File: config.mk
export PLATFORM = sky130hd
export DESIGN_NAME = as_seq_mac_alu
export DESIGN_NICKNAME = d
export VERILOG_FILES = /design/src/rtl/as_seq_mac_alu.sv
export SDC_FILE = /design/constraint.sdc
export NUM_CORES = 1
export LEC_CHECK = 0
export BUFFER_PORTS_ARGS = -buffer_cell sky130_fd_sc_hd__buf_2
export CORE_MARGIN = 3
export CORE_UTILIZATION = 60
export CTS_BUF_LIST = sky130_fd_sc_hd__clkbuf_4 sky130_fd_sc_hd__clkbuf_8 sky130_fd_sc_hd__clkbuf_16
export DETAILED_ROUTE_END_ITERATION = 7
export GPL_TIMING_DRIVEN = 0
export PLACE_DENSITY = 0.92
export SLEW_MARGIN = 20
export SYNTH_ARGS = -nofsm -noshare
export SYNTH_HDL_FRONTEND = slang
export SYNTH_SLANG_ARGS = --single-unit
export TNS_END_PERCENT = 20
File: constraint.sdc
create_clock -name clk -period 10.9 [get_ports clk]
set_clock_uncertainty 0.05 [all_clocks]
set_input_delay 0.545 -clock clk [delete_from_list [all_inputs] [get_ports clk]]
set_output_delay 0.545 -clock clk [all_outputs]
set_load 0.005 [all_outputs]
File: src/rtl/as_seq_mac_alu.sv
// Fixed-point ADD / MUL / MAC / BR-offset ALU with an accumulator and a sequential shift-add multiplier.
// Optional clamping on overflow is enabled by defining SATURATE_EN; the default build wraps.
module as_seq_mac_alu #(
   parameter int N    = 8,
   parameter int FRAC = N - 1
) (
   input  logic         clk,
   input  logic         reset,
   input  logic         start,
   input  logic [1:0]   op,
   input  logic         acc_wr,
   input  logic [N-1:0] rd_data,
   input  logic [N-1:0] rs_data,
   input  logic [N-1:0] immediate,
   input  logic [N:0]   switches,
   input  logic         in_en,
   output logic         busy,
   output logic         done,
   output logic [N-1:0] w_data,
   output logic [N-1:0] acc_out,
   output logic         z,
   output logic         neg,
   output logic         v
);

   typedef enum logic [1:0] {IDLE, MULT, FIN} state_t;

   typedef struct packed {
      logic [N-1:0] val;
      logic         ov;
   } res_t;

   localparam logic [1:0] OP_ADD = 2'b00;
   localparam logic [1:0] OP_MUL = 2'b01;
   localparam logic [1:0] OP_MAC = 2'b10;
   localparam logic [1:0] OP_BR  = 2'b11;
   localparam int         CW     = $clog2(N + 1);

`ifdef SATURATE_EN
   localparam logic [N-1:0] SAT_MAX = {1'b0, {(N-1){1'b1}}};
   localparam logic [N-1:0] SAT_MIN = {1'b1, {(N-1){1'b0}}};
`endif

   state_t          state;
   logic [CW-1:0]   cnt;
   logic [2*N-1:0]  mcand;
   logic [N-1:0]    mplier;
   logic [2*N-1:0]  prod;
   logic            prod_neg;
   logic [1:0]      op_q;
   logic            acc_wr_q;
   logic [N-1:0]    result_q;

   // N-bit signed add; the true sign on overflow is the common sign of the operands.
   function automatic res_t add_sat(input logic [N-1:0] a, input logic [N-1:0] b);
      res_t r;
      r.val = a + b;
      r.ov  = (a[N-1] == b[N-1]) && (r.val[N-1] != a[N-1]);
`ifdef SATURATE_EN
      if (r.ov) r.val = a[N-1] ? SAT_MIN : SAT_MAX;
`endif
      return r;
   endfunction

   logic [N-1:0]   add_a;
   logic [N-1:0]   rs_abs;
   logic [N-1:0]   imm_abs;
   logic [2*N-1:0] prod_next;
   logic [2*N-1:0] p_full;
   logic [2*N-1:0] p_sh;
   res_t           add_r;
   res_t           mul_r;
   res_t           mac_r;
   res_t           fin_r;

   // NOTE: every always_comb output gets a default first so no path can leave it unassigned and infer a latch.
   always_comb begin
      add_a     = (op == OP_BR) ? {N{switches[N]}} : rd_data;
      add_r     = add_sat(add_a, immediate);
      rs_abs    = rs_data[N-1] ? -rs_data : rs_data;
      imm_abs   = immediate[N-1] ? -immediate : immediate;

      prod_next = prod + (mplier[0] ? mcand : '0);
      p_full    = prod_neg ? -prod_next : prod_next;
      p_sh      = $signed(p_full) >>> FRAC;
      mul_r.val = p_sh[N-1:0];
      mul_r.ov  = p_sh != {{N{p_sh[N-1]}}, p_sh[N-1:0]};
`ifdef SATURATE_EN
      if (mul_r.ov) mul_r.val = p_full[2*N-1] ? SAT_MIN : SAT_MAX;
`endif
      mac_r     = add_sat(acc_out, mul_r.val);
      mac_r.ov  = mac_r.ov | mul_r.ov;
      fin_r     = (op_q == OP_MAC) ? mac_r : mul_r;
   end

   // NOTE: all state updates use non-blocking assignments so every register samples pre-edge values.
   always_ff @(posedge clk) begin
      if (reset) begin
         state    <= IDLE;
         cnt      <= '0;
         mcand    <= '0;
         mplier   <= '0;
         prod     <= '0;
         prod_neg <= 1'b0;
         op_q     <= OP_ADD;
         acc_wr_q <= 1'b0;
         result_q <= '0;
         acc_out  <= '0;
         z        <= 1'b0;
         neg      <= 1'b0;
         v        <= 1'b0;
         busy     <= 1'b0;
         done     <= 1'b0;
      end else begin
         case (state)
            IDLE: begin
               done <= 1'b0;
               if (start) begin
                  op_q     <= op;
                  acc_wr_q <= acc_wr;
                  if (op == OP_MUL || op == OP_MAC) begin
                     mcand    <= {{N{1'b0}}, rs_abs};
                     mplier   <= imm_abs;
                     prod     <= '0;
                     prod_neg <= rs_data[N-1] ^ immediate[N-1];
                     cnt      <= '0;
                     busy     <= 1'b1;
                     state    <= MULT;
                  end else begin
                     result_q <= add_r.val;
                     z        <= (add_r.val == '0);
                     neg      <= add_r.val[N-1];
                     v        <= add_r.ov;
                     if (acc_wr) acc_out <= add_r.val;
                     done     <= 1'b1;
                     state    <= FIN;
                  end
               end
            end
            MULT: begin
               prod   <= prod_next;
               mcand  <= mcand << 1;
               mplier <= mplier >> 1;
               cnt    <= cnt + CW'(1);
               // The Nth partial product is folded in combinationally so the result lands on this edge.
               if (cnt == CW'(N - 1)) begin
                  result_q <= fin_r.val;
                  z        <= (fin_r.val == '0);
                  neg      <= fin_r.val[N-1];
                  v        <= fin_r.ov;
                  if (op_q == OP_MAC || acc_wr_q) acc_out <= fin_r.val;
                  busy     <= 1'b0;
                  done     <= 1'b1;
                  state    <= FIN;
               end
            end
            FIN: begin
               done  <= 1'b0;
               state <= IDLE;
            end
            default: state <= IDLE;
         endcase
      end
   end

   assign w_data = in_en ? switches[N-1:0] : result_q;

endmodule

==> out/qor.csv <==
stage,metric,value,unit
route,drt_wl_total,14020,um
final_layout,syn_to_final_growth,12.44,%
timing,period_minus_slack,5.687,ns
clocking,numClockSinks,70,
place,gp_congestion,0.9813,
place,place_area,0.005489,mm^2
power_and_ir_drop,combPwrFrac,0.251,
synthesis,syn_avg_cell_area,7.662,um^2
setup_path,path_class,flip-flop to flip-flop,
synthesis,synth_compound_area_frac,0.2431,
setup_path,start_kind,flip-flop,
route,wl_per_cell,16.75,um
synthesis,ys_seq_elements,70,
setup_path,cp_slowest_stage_delay,0.51,ns
timing,final.period_utilization,0.5218,
grt,grt_overflow,0,
clocking,cts_setup_buffers,0,
power_and_ir_drop,p_seq_frac,0.406,
final_layout,fin_area,0.005712,mm^2
worst_hold_path,min_path_type,flip-flop to flip-flop,
grt,grt_pass1_wl,22590,um
route,route.met2.wl,6807,um
die,dieArea,0.009607,mm^2
synthesis,synthSimpleGateAreaFrac,0.2165,
clocking,root_buffer,clkbuf_8,
synthesis,synthAdderAreaFrac,0.1030,
clocking,clk_latency,0.35,ns
grt,antenna_found_initial,0,
route,m1WireLength,5852,um
final_layout,antenna_cells,0,
synthesis,synth_top_family_by_area,compound AO/OA/AOI/OAI gates,
synthesis,synth-xor-area-share,0.07389,
power_and_ir_drop,share_clk_of_total_power,0.343,
final_layout,fin_util,0.7169,
clocking,ctsResizeCount,0,
power_and_ir_drop,p_sw_frac,0.3198,
route,met3_length,1039,um
synthesis,yosysWarnings,0,
power_and_ir_drop,power_density,123.1,mW/mm^2
setup_path,worst_path_dominant_cell_family,simple AND/OR/NAND/NOR gates,
setup_path,cp_cell_sequence,clkbuf_1 -> and2_1 -> ha_1 -> clkbuf_1 -> a21oi_1 -> o21ai_0 -> or2_2 -> o211a_1 -> nand4bb_1 -> o31ai_1 -> xnor2_1 -> ha_1 -> nor2_1 -> nor2_1 -> o41ai_1 -> or2_2 -> a21oi_1 -> xnor2_1 -> or4b_1 -> o31ai_2,
synthesis,syn-cell-area,0.005080,mm^2
setup_path,r2r_slack,5.21,ns
setup_path,crit_buf_inv,2,
final_layout,instances_no_fill,837,
clocking,max-clock-path-buffers,2,
final_layout,layout.cells.most_common_list,"nand2_1, nor2_1, dfxtp_1",
setup_path,critPathCaptureType,flip-flop,
synthesis,synthMuxAreaShare,0.03818,
final_layout,nets,810,
die,die_w,98.02,um
flow_run,drv_cap,0,
route,top_layer_used,met4,
power_and_ir_drop,peakVddDrop,0.09021,mV
synthesis,async_flop_share,0,
die,ioPinCount,61,
setup_path,critPathArrivalTime,5.91,ns
route,ant_nets,0,
die,std_cell_rows,32,
route,route.detailed.drc,0,
synthesis,yosysUniqueCellTypes,60,
clocking,holdBufCountCts,0,
timing,max_slew_margin,0.2762,
clocking,cts_tree,built,
final_layout,drive_above_1_share,0.1252,
place,numPortBuffers,56,
final_layout,fillCellCount,607,
timing,max_clock_freq,0.1758,GHz
die,start_util,0.6376,
die,core-area,0.007968,mm^2
synthesis,syn-num-nets,743,
timing,rsz0062_at_grt,false,
status,status,"complete, no violations",
place,dp_hpwl,10710,um
clocking,path_clk_slew,0.08,ns
timing,drv_slew,0,
route,drtIter0Drc,336,
clocking,cts_buffers,9,
clocking,cts_htree_levels,3,
power_and_ir_drop,power.leakage,2.418,nW
timing,worst_pin_slew,1.083,ns
timing,fin_tns_setup,0,ns
power_and_ir_drop,intPower,0.4784,mW
grt,first_global_vias,4830,
setup_path,crit_slowest_cell,dfxtp_1,
place,numPlacedInstances,821,
setup_path,path_max_fanout,10,
synthesis,synthCells,663,
grt,grt_usage,0.2832,
die,die_h,98.02,um
grt,grt_start_max_net_pins,12,
synthesis,ys_seq_area_frac,0.2759,
setup_path,critPathRequiredTime,11.12,ns
route,routed-via-count,5185,
timing,final-setup-viol-count,0,
final_layout,mostFrequentLayoutCell,nand2_1,
power_and_ir_drop,p_switching,0.2249,mW
timing,hold_viol,0,
route,via_per_inst,6.195,
synthesis,synth-edff-count,0,
synthesis,synth_ff_type,dfxtp_1,
route,first_pass_iters,6,
[kinds of logic (layout without fill, tap and decap cells)]
logic type	after synthesis	in the layout
and+or+nand+nor	238	238
AOI/OAI and AO/OA	188	188
DFF	70	70
buffers and inverters	67	139
xor gates and xnor gates	42	42
adders and majority gates	40	40
muxes	18	18
[synthesized netlist by cell type, types with 4 or more instances]
cell type,count,share of area
a21oi_1,53,0.052
a311oi_1,4,0.0069
nand2_1,80,0.059
dfxtp_1,70,0.28
nand3_1,12,0.012
nor2b_1,6,0.0074
o31ai_1,6,0.0089
and2_1,17,0.021
nor2_1,79,0.058
mux2i_1,7,0.014
and3_1,5,0.0062
xnor2_1,24,0.041
nor3_1,12,0.012
a31oi_1,4,0.0049
o21ai_0,37,0.036
ha_1,37,0.091
mux2_2,11,0.024
a211oi_1,16,0.024
nand2b_1,4,0.0049
a21o_1,10,0.015
xor2_1,17,0.029
inv_1,31,0.023
clkbuf_1,33,0.024
a22oi_1,26,0.038
[routing by layer]
layer | track usage | vias up
met5 | 0 | -
met4 | 0.09265 | 0
met3 | 0.05429 | 40
met2 | 0.4791 | 222
met1 | 0.3629 | 2443
li1 | - | 2480
[final cells by class]
type / instances / area, um^2 / share of cell area
Sequential cell: 70 / 1401 / 0.2453
Clock inverter: 4 / 70.07 / 0.01227
Multi-Input combinational cell: 526 / 3428 / 0.6002
Buffer: 36 / 135.1 / 0.02366
Clock buffer: 12 / 152.6 / 0.02673
Inverter: 31 / 116.4 / 0.02037
Tap cell: 102 / 127.6 / 0.02234
Timing Repair Buffer: 56 / 280.3 / 0.04907
[worst reg2reg max path, delay by kind of cell (launching register included)]
kind	cells	cell delay [ns]
compound gates	7	1.78
xor+xnor	2	0.33
fa+ha+maj	2	0.55
buf+inv	2	0.54
flops	1	0.51
simple gates	7	1.82
[worst paths after layout]
path | cells past startpoint | to | startpoint
setup reg to reg | 20 | z | mplier[0]
hold reg to reg | 2 | mplier[4] | mplier[4]
hold / removal | 2 | mplier[4] | mplier[4]
setup / recovery | 20 | z | mplier[0]
[power by group through the flow]
| stage | combinational, mW | clock (mW) | sequential, mW |
|---|---|---|---|
| 2_1_floorplan | 0.117 | 0 | 0.288 |
| 3_3_place_gp | 0.162 | 0 | 0.290 |
| 3_5_place_dp | 0.170 | 0 | 0.291 |
| 4_1_cts | 0.172 | 0.241 | 0.285 |
| 5_1_grt | 0.193 | 0.250 | 0.287 |
| 6_report | 0.176 | 0.241 | 0.286 |
[stage by stage]
stage          hold WS [ns]  setup WS, ns  power (mW)
4_1_cts              0.4056         5.358      0.6982
2_1_floorplan        0.3815         6.237      0.4054
3_3_place_gp         0.3891         5.563      0.4527
3_5_place_dp         0.3950         5.451      0.4614
6_report             0.4061         5.213      0.7033
5_1_grt              0.4203         4.961      0.7308
[registers in the layout, indices dropped and copies added (netlist names), 2 cells and up]
name      count
prod         16
mplier        8
mcand        16
state         2
cnt           4
result_q      7
acc_out       8
op_q          2
Note: power is estimated with default switching activity, not from simulation.
